## src/rtl/core_pkg.sv

```systemverilog
// Shared definitions for the core instruction sequencer: instruction bit map,
// idle instruction word and sequencer state encoding.
package core_pkg;

    localparam int ROW    = 8;
    localparam int COL    = 8;
    localparam int ADDR_W = 11;
    localparam int INST_W = 33;

    localparam int CEN_PMEM   = 32;
    localparam int WEN_PMEM   = 31;
    localparam int A_PMEM_LSB = 20;
    localparam int CEN_XMEM   = 19;
    localparam int WEN_XMEM   = 18;
    localparam int A_XMEM_LSB = 7;
    localparam int ACC        = 6;
    localparam int OFIFO_RD   = 5;
    localparam int L0_RD      = 4;
    localparam int L0_WR      = 3;
    localparam int EXECUTE    = 2;
    localparam int LOAD       = 1;
    localparam int SFP_EN     = 0;

    localparam logic [INST_W-1:0] IDLE_INST = 33'h1_800C_0000;

    typedef enum logic [2:0] {
        IDLE,
        W_LOAD,
        W_PROP,
        W_GAP,
        A_LOAD,
        EXEC,
        DRAIN,
        DONE
    } seq_state_t;

endpackage

```

## src/rtl/seq_addr_gen.sv

```systemverilog
// Base-plus-offset SRAM address generator; the sum wraps modulo 2^ADDR_W.
module seq_addr_gen
    import core_pkg::*;
(
    input  logic [ADDR_W-1:0] base,
    input  logic [ADDR_W-1:0] offset,
    output logic [ADDR_W-1:0] addr
);

    assign addr = base + offset;

endmodule

```

## src/rtl/inst_sequencer.sv

```systemverilog
// Tile sequencer producing the registered 33-bit core instruction word.
// Optional abort input is enabled by defining INST_SEQ_ABORT_EN.
//
// state  | meaning
// IDLE   | waiting for start; inst = IDLE_INST
// W_LOAD | read col weight words from xmem into L0 (col+1 cycles)
// W_PROP | push weights from L0 into the PE array (col cycles)
// W_GAP  | let weights settle through the array (row cycles)
// A_LOAD | read n_act activation words into L0 (n_act+1 cycles)
// EXEC   | stream activations through the array (n_act cycles)
// DRAIN  | read OFIFO rows and write them to pmem one cycle later
// DONE   | single-cycle done pulse
module inst_sequencer
    import core_pkg::*;
(
    input  logic              clk,
    input  logic              reset,
    input  logic              start,
    input  logic [ADDR_W-1:0] w_base,
    input  logic [ADDR_W-1:0] act_base,
    input  logic [ADDR_W-1:0] psum_base,
    input  logic [ADDR_W-1:0] n_act,
    input  logic              ofifo_valid,
`ifdef INST_SEQ_ABORT_EN
    input  logic              abort,
`endif
    output logic [INST_W-1:0] inst,
    output logic              busy,
    output logic              done
);

    seq_state_t        state, state_d;
    logic [ADDR_W-1:0] cnt, cnt_d;
    logic [ADDR_W-1:0] rd_cnt, rd_cnt_d;
    logic [ADDR_W-1:0] wr_cnt, wr_cnt_d;
    logic [ADDR_W-1:0] w_base_q, act_base_q, psum_base_q, n_act_q;
    logic [ADDR_W-1:0] xmem_base, ld_len, xmem_addr, pmem_addr;
    logic [INST_W-1:0] inst_d;
    logic              rd_fire;
    logic              abort_req;

`ifdef INST_SEQ_ABORT_EN
    assign abort_req = abort && (state != IDLE);
`else
    assign abort_req = 1'b0;
`endif

    always_comb begin
        state_d  = state;
        cnt_d    = cnt + ADDR_W'(1);
        rd_cnt_d = rd_cnt;
        wr_cnt_d = wr_cnt;
        rd_fire  = 1'b0;
        case (state)
            IDLE: begin
                cnt_d = '0;
                if (start) state_d = (n_act != '0) ? W_LOAD : DONE;
            end
            W_LOAD: if (cnt == ADDR_W'(COL))     state_d = W_PROP;
            W_PROP: if (cnt == ADDR_W'(COL - 1)) state_d = W_GAP;
            W_GAP:  if (cnt == ADDR_W'(ROW - 1)) state_d = A_LOAD;
            A_LOAD: if (cnt == n_act_q)          state_d = EXEC;
            EXEC:   if (cnt == n_act_q - ADDR_W'(1)) state_d = DRAIN;
            DRAIN: begin
                cnt_d   = '0;
                rd_fire = ofifo_valid && (rd_cnt != n_act_q);
                if (rd_fire) rd_cnt_d = rd_cnt + ADDR_W'(1);
                // the current cycle is a pmem write when CEN_pmem is low
                if (!inst[CEN_PMEM]) begin
                    wr_cnt_d = wr_cnt + ADDR_W'(1);
                    if (wr_cnt == n_act_q - ADDR_W'(1)) state_d = DONE;
                end
            end
            DONE:    state_d = IDLE;
            default: state_d = IDLE;
        endcase
        if (abort_req) state_d = IDLE;
        if (state_d != state) cnt_d = '0;
        if (state_d != DRAIN) begin
            rd_cnt_d = '0;
            wr_cnt_d = '0;
            rd_fire  = 1'b0;
        end
    end

    // bases are taken straight from the inputs on the start edge, latched copies afterwards
    assign xmem_base = (state_d == W_LOAD) ? ((state == IDLE) ? w_base : w_base_q) : act_base_q;
    assign ld_len    = (state_d == W_LOAD) ? ADDR_W'(COL) : n_act_q;

    seq_addr_gen u_xmem_addr (.base(xmem_base),   .offset(cnt_d),    .addr(xmem_addr));
    seq_addr_gen u_pmem_addr (.base(psum_base_q), .offset(wr_cnt_d), .addr(pmem_addr));

    always_comb begin
        inst_d      = IDLE_INST;
        inst_d[ACC] = 1'b0;
        case (state_d)
            W_LOAD, A_LOAD: begin
                if (cnt_d < ld_len) begin
                    inst_d[CEN_XMEM]                = 1'b0;
                    inst_d[WEN_XMEM]                = 1'b1;
                    inst_d[A_XMEM_LSB +: ADDR_W]    = xmem_addr;
                end
                if (cnt_d != '0) inst_d[L0_WR] = 1'b1;
            end
            W_PROP: begin
                inst_d[LOAD]  = 1'b1;
                inst_d[L0_RD] = 1'b1;
            end
            EXEC: begin
                inst_d[EXECUTE] = 1'b1;
                inst_d[L0_RD]   = 1'b1;
            end
            DRAIN: begin
                inst_d[OFIFO_RD] = rd_fire;
                if (inst[OFIFO_RD]) begin
                    inst_d[CEN_PMEM]             = 1'b0;
                    inst_d[WEN_PMEM]             = 1'b0;
                    inst_d[A_PMEM_LSB +: ADDR_W] = pmem_addr;
                    inst_d[SFP_EN]               = 1'b1;
                end
            end
            default: ;
        endcase
    end

    always_ff @(posedge clk or negedge reset) begin
        if (!reset) begin
            state       <= IDLE;
            cnt         <= '0;
            rd_cnt      <= '0;
            wr_cnt      <= '0;
            w_base_q    <= '0;
            act_base_q  <= '0;
            psum_base_q <= '0;
            n_act_q     <= '0;
            inst        <= IDLE_INST;
            busy        <= 1'b0;
            done        <= 1'b0;
        end else begin
            state  <= state_d;
            cnt    <= cnt_d;
            rd_cnt <= rd_cnt_d;
            wr_cnt <= wr_cnt_d;
            inst   <= inst_d;
            busy   <= (state_d != IDLE);
            done   <= (state_d == DONE);
            if (state == IDLE && start) begin
                w_base_q    <= w_base;
                act_base_q  <= act_base;
                psum_base_q <= psum_base;
                n_act_q     <= n_act;
            end
        end
    end

endmodule

```

## config.mk

```make
export PLATFORM = sky130hd
export DESIGN_NAME = inst_sequencer
export DESIGN_NICKNAME = d
export VERILOG_FILES = /design/src/rtl/core_pkg.sv /design/src/rtl/seq_addr_gen.sv /design/src/rtl/inst_sequencer.sv
export SDC_FILE = /design/constraint.sdc
export NUM_CORES = 1
export LEC_CHECK = 0
export ABC_AREA = 0
export CORE_MARGIN = 2
export CORE_UTILIZATION = 45
export DETAILED_ROUTE_END_ITERATION = 16
export PLACE_DENSITY = 0.74
export SLEW_MARGIN = 0
export SYNTH_ARGS = -nofsm -noshare
export SYNTH_HDL_FRONTEND = slang
export SYNTH_SLANG_ARGS = --single-unit
export TNS_END_PERCENT = 10
```

## constraint.sdc

```tcl
create_clock -name clk -period 6 [get_ports clk]
set_input_delay 0.9 -clock clk [delete_from_list [all_inputs] [get_ports clk]]
set_output_delay 0.9 -clock clk [all_outputs]
set_load 0.005 [all_outputs]
```

; ---- Word level (Yosys, flattened, before mapping)
; Index checks and enable logic that the tools add are counted.
[word_totals]
register_bits = 114
in_bits = 48
output_inout_bits = 35
elab_cells = 86
[classes]
add_sub_neg = 6
n_lt_le_gt_ge = 1
eq_ne = 21
mux = 35
reduce_logical = 12
[ops]
columns = cell, count
row1 = two-way mux 11 bit, 11
row2 = two-way mux 13 bit, 4
row3 = "adder 11 x 1 -> 11 bit, second input constant", 3
row4 = == test 11 bit, 3
row5 = two-way mux 3 bit, 9
row6 = "== test 3 bit, second input constant", 8
row7 = case mux 3 bit (8 select lines), 1
row8 = adder 11 bit, 2
row9 = nonzero test 11 bit, 2
row10 = "== test 11 x 3 -> 1 bit, second input constant", 1
row11 = "== test 11 x 4 -> 1 bit, second input constant", 1
row12 = less-than comparator 11 bit, 1
row13 = != test 11 bit, 1
row14 = "subtractor 11 x 1 -> 11 bit, second input constant", 1
row15 = two-way mux 1 bit, 10
row16 = "== test 3 x 2 -> 1 bit, second input constant", 3
row17 = "== test 3 x 1 -> 1 bit, second input constant", 2
row18 = OR reduction 2 bit, 3
row19 = nonzero test 2 bit, 2
row20 = logical NOT 3 bit, 1
row21 = != test 3 bit, 1
row22 = "!= test 3 bit, second input constant", 1
row23 = nonzero test 3 bit, 1
row24 = logical AND 1 bit, 2
row25 = AND reduction 2 bit, 1

; ---- Logic depth before layout (Yosys ltp)
[depth]
depth_word = 10
ltp_mapped = 26
ltp_nobuf = 24

; ---- Hierarchy
; From an unflattened synthesis, not the netlist that was laid out.
[unflattened]
cells_unflattened = 728
area_unflattened_um2 = 7254.5
[modules_own_cells]
columns = mod, instances, cells_per_inst, area_per_inst_um2, seq_area_each_um2
row1 = inst_sequencer, 1, 604, 6348.6, 2805.2
row2 = seq_addr_gen, 2, 62, 452.9, 0.0

; ---- Worst setup path after synthesis
; Ideal clock, no wire load.
[synth_timing]
path_type = flip-flop to flip-flop
from = reg n_act_q[0]
to = reg inst[15]
setup_time_ps = 129
t_arrival_ps = 4740
t_required_ps = 5871
slack_ps = 1131
path_stages_with_launch = 25
n_path_buf = 3
period_less_slack_ps = 4869
path_cell_list = dfrtp_1 > buf_2 > inv_1 > ha_1 > nor4b_1 > nand3_1 > xnor2_1 > nor3_2 > a31oi_4 > nor2_2 > clkbuf_1 > buf_1 > nor2_1 > a21oi_1 > ha_1 > inv_1 > fa_1 > nor2b_1 > o21ai_0 > nand2b_1 > nand2_1 > or3_4 > a31oi_1 > mux2i_1 > a31oi_1
[synth_between]
elab_chain_len = 10
word_cells_on_any_way = 20
classes_between = 2 x add/sub / 1 x order compare / 6 x eq/ne / 10 x mux / 1 x reduce/logical
[synth_lines]
columns = element, line_no
row1 = start: declaration, inst_sequencer.sv:36  ; logic [ADDR_W-1:0] w_base_q, act_base_q, psum_base_q, n_act_q;
row2 = start signal: assignment, inst_sequencer.sv:151  ; n_act_q <= n_act;
row3 = subtractor 11 x 1 -> 11 bit, "inst_sequencer.sv:63, inst_sequencer.sv:71"
row4 = == test 11 bit, inst_sequencer.sv:71  ; if (wr_cnt == n_act_q - ADDR_W'(1)) state_d = DONE;
row5 = two-way mux 3 bit, inst_sequencer.sv:71
row6 = two-way mux 3 bit, inst_sequencer.sv:69  ; if (!inst[CEN_PMEM]) begin
row7 = case mux 3 bit (8 select lines), inst_sequencer.sv:54  ; case (state)
row8 = == test 3 x 1 -> 1 bit / != test 3 bit (equally long branches), --
row9 = two-way mux 11 bit (on tied branches), "inst_sequencer.sv:87, inst_sequencer.sv:78, inst_sequencer.sv:88"
row10 = adder 11 bit / less-than comparator 11 bit (equally long branches), "seq_addr_gen.sv:10, inst_sequencer.sv:98"
row11 = two-way mux 13 bit, inst_sequencer.sv:98  ; if (cnt_d < ld_len) begin
row12 = two-way mux 13 bit *, inst_sequencer.sv:96  ; case (state_d)
row13 = via inst_d[15], inst_sequencer.sv:38  ; logic [INST_W-1:0] inst_d;
row14 = end signal: assignment, inst_sequencer.sv:144  ; inst <= inst_d;
row15 = end: declaration, inst_sequencer.sv:27  ; output logic [INST_W-1:0] inst,
; Mark *: on every way through the listed nets, which the timed path passes. The rest lies on a longest branch.
; A chain may end at the register's enable or synchronous reset.

; ---- Worst setup path after layout
[layout_timing]
from = reg n_act_q[0]
to = reg inst[29]
[layout_between]
elab_chain_len = 10
word_cells_on_any_way = 15
classes_between = 2 x add/sub / 5 x eq/ne / 8 x mux
[layout_lines]
columns = element, line_no
row1 = subtractor 11 x 1 -> 11 bit, "inst_sequencer.sv:63, inst_sequencer.sv:71"
row2 = == test 11 bit, inst_sequencer.sv:71
row3 = two-way mux 3 bit, inst_sequencer.sv:71
row4 = two-way mux 3 bit, inst_sequencer.sv:69
row5 = case mux 3 bit (8 select lines) *, inst_sequencer.sv:54
row6 = != test 3 bit *, inst_sequencer.sv:79  ; if (state_d != DRAIN) begin
row7 = two-way mux 11 bit *, inst_sequencer.sv:79
row8 = via u_pmem_addr.offset[1], seq_addr_gen.sv:6  ; input logic [ADDR_W-1:0] offset,
row9 = adder 11 bit *, seq_addr_gen.sv:10  ; assign addr = base + offset;
row10 = two-way mux 13 bit *, inst_sequencer.sv:115  ; if (inst[OFIFO_RD]) begin
row11 = two-way mux 13 bit *, inst_sequencer.sv:96
row12 = via inst_d[29], inst_sequencer.sv:38
; Marks and branches as above.

==> flow_metrics.env <==
export IMPL_rows=45
export IMPL_regToRegEndpoint="inst[29]"
export IMPL_synth_seq_area_share=0.406
export IMPL_critical_path_arrival_ns=5.67
export IMPL_core_area_mm2=0.0151
export IMPL_ys_types=70
export IMPL_status="finished, final reports clean"
export IMPL_hold_class="reg -> reg"
export IMPL_setup_tns_ns=0
export IMPL_period_share=0.908
export IMPL_ys_top_cells_by_count="110 x dfrtp_1, 76 x nor2_1, 45 x xnor2_1, 44 x mux2_2, 44 x xor2_1"
export IMPL_cts_hold_buf=0
export IMPL_async_flop_share=1.00
export IMPL_io_buffers=80
export IMPL_io_pins=83
export IMPL_final_hold_viol_count=0
export IMPL_antenna_found_initial=0
export IMPL_cts_made_buffers=9
export IMPL_grt_first_pass_wirelength_mm=26.7
export IMPL_r2r_start="n_act_q[0]"
export IMPL_cts_buffer_depth=2
export IMPL_placed_cell_area_mm2=0.00791
export IMPL_required_ns=6.22
export IMPL_critPathLaunchType="flop"
export IMPL_hold_ws_ns=0.506
export IMPL_syn_inst=707
export IMPL_die_height_um=128
export IMPL_synthTopCellsByArea="dfrtp_1 40%, mux2_2 7.2%, ha_1 6.2%"
export IMPL_area_delta_synth_final_pct=19.1
export IMPL_avgRoutedWirePerCell_um=16.5
export IMPL_dr_pass1_iters=7
export IMPL_n_antenna_cell=0
export IMPL_detail_route_antenna_nets=0
export IMPL_p_leak_nw=3.52
export IMPL_synth_ff_type="dfrtp_1"
export IMPL_ys_ff_latch=112
export IMPL_nFillCells=1356
export IMPL_place_gp_congestion=0.958
export IMPL_highest_layer="met4"
export IMPL_synth_warnings=0
export IMPL_drt_iter0_drc=307
export IMPL_criticalPathCategory="reg -> reg"
export IMPL_grt_max_degree=62
export IMPL_nNetsFinal=861
export IMPL_synth_edf_count=0
export IMPL_clock_root_buffer="clkbuf_16"
export IMPL_crit_path_max_fanout=11
export IMPL_hold_path_depth=1
export IMPL_utilization=0.546
export IMPL_period_needed_ns=5.45
export IMPL_crit_path_start="n_act_q[0]"
export IMPL_drive_above_1_share=0.124
export IMPL_slew_violations=0
export IMPL_rsz0062_at_grt="false"
export IMPL_clock_fmax_mhz=184
export IMPL_clkTransAtPathRegs_ns=0.07
export IMPL_tightest_slew_ns=1.09
export IMPL_yosys_area_top_type_share=0.398
export IMPL_clock_sinks=112
export IMPL_post_drt_via_cell_ratio=5.63
export IMPL_wl_met3_mm=1.06
export IMPL_vias=5457
export IMPL_synth_top_area_cell="dfrtp_1"
export IMPL_dieArea_mm2=0.0164
export IMPL_post_route_drc_count=0
export IMPL_fin_cells=970
export IMPL_synth_area_mm2=0.00692
export IMPL_grt_overflow_total=0
export IMPL_crit_end="inst[29]"
export IMPL_r2r_setup_slack_ns=0.55
export IMPL_setup_viol=0
export IMPL_hp_start="w_base_q[5]"
export IMPL_syn_mean_instance_area_um2=9.78
export IMPL_slew_headroom=0.273
export IMPL_skew_ns=0.00688
export IMPL_ir_drop_uv=294
export IMPL_gr_usage_all_layers=0.207
export IMPL_powerDensity_mw_per_mm2=397
export IMPL_dp_cells=954
export IMPL_synthesis_nets=791
export IMPL_reg2reg_depth=23
export IMPL_finalInstanceArea_mm2=0.00824
export IMPL_drv_cap=0
export IMPL_start_util=0.458
export IMPL_endpoint_kind="flop"
export IMPL_cts_htree_levels=3
export IMPL_grt_pass1_vias=5132
export IMPL_met2WireLength_mm=6.94
export IMPL_clock_latency_ns=0.35
export IMPL_die_w_um=128
export IMPL_dpl_hpwl_mm=11.8
export IMPL_wl_met1_mm=7.83
export IMPL_wl_mm=16.0
export IMPL_cts_tree="built"
export IMPL_yosysMostFrequentCell="dfrtp_1"
-- final cells by class --
type | count | area (um2) | share of cell area
clock inverter | 7 | 96.3 | 0.0117
sequential | 112 | 2810 | 0.341
tap | 188 | 235 | 0.0286
multi-input combinational | 526 | 3820 | 0.464
timing repair buffer | 99 | 941 | 0.114
inverter | 29 | 109 | 0.0132
clock buffer | 9 | 225 | 0.0273
-- how the worst min path moves through the flow --
| stage | endpoint |
|---|---|
| 3_3_place_gp | w_base_q[4] |
| 6_report | w_base_q[5] |
| 3_5_place_dp | w_base_q[5] |
| 4_1_cts | w_base_q[5] |
| 2_1_floorplan | act_base_q[10] |
| 5_1_grt | w_base_q[5] |
-- sequential cells by signal, indices dropped and copies added (netlist names) --
| name | flops |
|---|---|
| inst | 30 |
| act_base_q | 11 |
| cnt | 11 |
| n_act_q | 11 |
| psum_base_q | 11 |
| rd_cnt | 11 |
| w_base_q | 11 |
| wr_cnt | 11 |
| state | 3 |
| busy | 1 |
| done | 1 |
-- critical path, cell delays in order, from the launching register on --
cell,delay (ns)
dfrtp_1,0.50
inv_1,0.15
ha_1,0.26
nor4b_1,0.26
buf_4,0.20
nand3_1,0.13
xnor2_1,0.16
a2111oi_1,0.59
a41o_1,0.27
or2_0,0.31
nand4_1,0.16
buf_4,0.21
nor2_1,0.24
ha_1,0.28
a21o_1,0.15
a21oi_1,0.26
o21bai_1,0.12
a21oi_1,0.23
o21bai_1,0.09
a21oi_1,0.23
o21bai_1,0.10
a21oi_1,0.17
xor2_1,0.19
nor2_1,0.06
-- cells in the final DEF, fill, tap and decap left out, types with 9 or more instances in the layout --
| cell type | count |
|---|---|
| nor3_1 | 12 |
| xor2_1 | 44 |
| nand2_1 | 34 |
| buf_4 | 20 |
| mux2i_1 | 15 |
| o21ai_0 | 29 |
| mux2_2 | 44 |
| xnor2_1 | 45 |
| clkdlybuf4s50_1 | 79 |
| ha_1 | 34 |
| nand4_1 | 21 |
| clkbuf_16 | 9 |
| dfrtp_1 | 110 |
| a21oi_1 | 32 |
| and3_1 | 10 |
| inv_1 | 29 |
| nand3_1 | 21 |
| nor2_1 | 76 |
-- stage by stage --
step | setup slack [ns] | power, W
6_report | 0.551 | 0.00327
5_1_grt | 0.0744 | 0.00351
4_1_cts | 0.510 | 0.00327
3_5_place_dp | 0.596 | 0.00262
3_3_place_gp | 0.703 | 0.00260
2_1_floorplan | 1.13 | 0.00219
-- logic make-up after synthesis --
group / after synthesis / synth area share
multiplexers: 60 / 0.0953
buffers and inverters: 69 / 0.0423
XOR/XNOR: 90 / 0.115
adder cells (fa/ha/maj): 37 / 0.0688
AND/OR/NAND/NOR: 230 / 0.173
AO/OA/AOI/OAI: 107 / 0.0990
other: 2 / 0.00109
flip-flops: 112 / 0.406
-- per-layer routing --
layer / up-vias / GRT usage
li1: 2620 / -
met1: 2648 / 0.316
met2: 172 / 0.300
met3: 17 / 0.0401
met4: 0 / 0.0556
met5: - / 0
-- power breakdown --
part / switching [W] / internal, W
clock: 0.000271 / 0.000366
combinational: 0.000827 / 0.000695
sequential: 0.000181 / 0.000933
-- repair_timing --
| item | 4_1_cts | 5_1_grt |
|---|---|---|
| hold endpoints to repair | 0 | 0 |
| setup buffers | 0 | 0 |
| setup endpoints to repair | 0 | 1 |
| gates resized for setup | 0 | 1 |
Power figures use the tool's default switching activity.
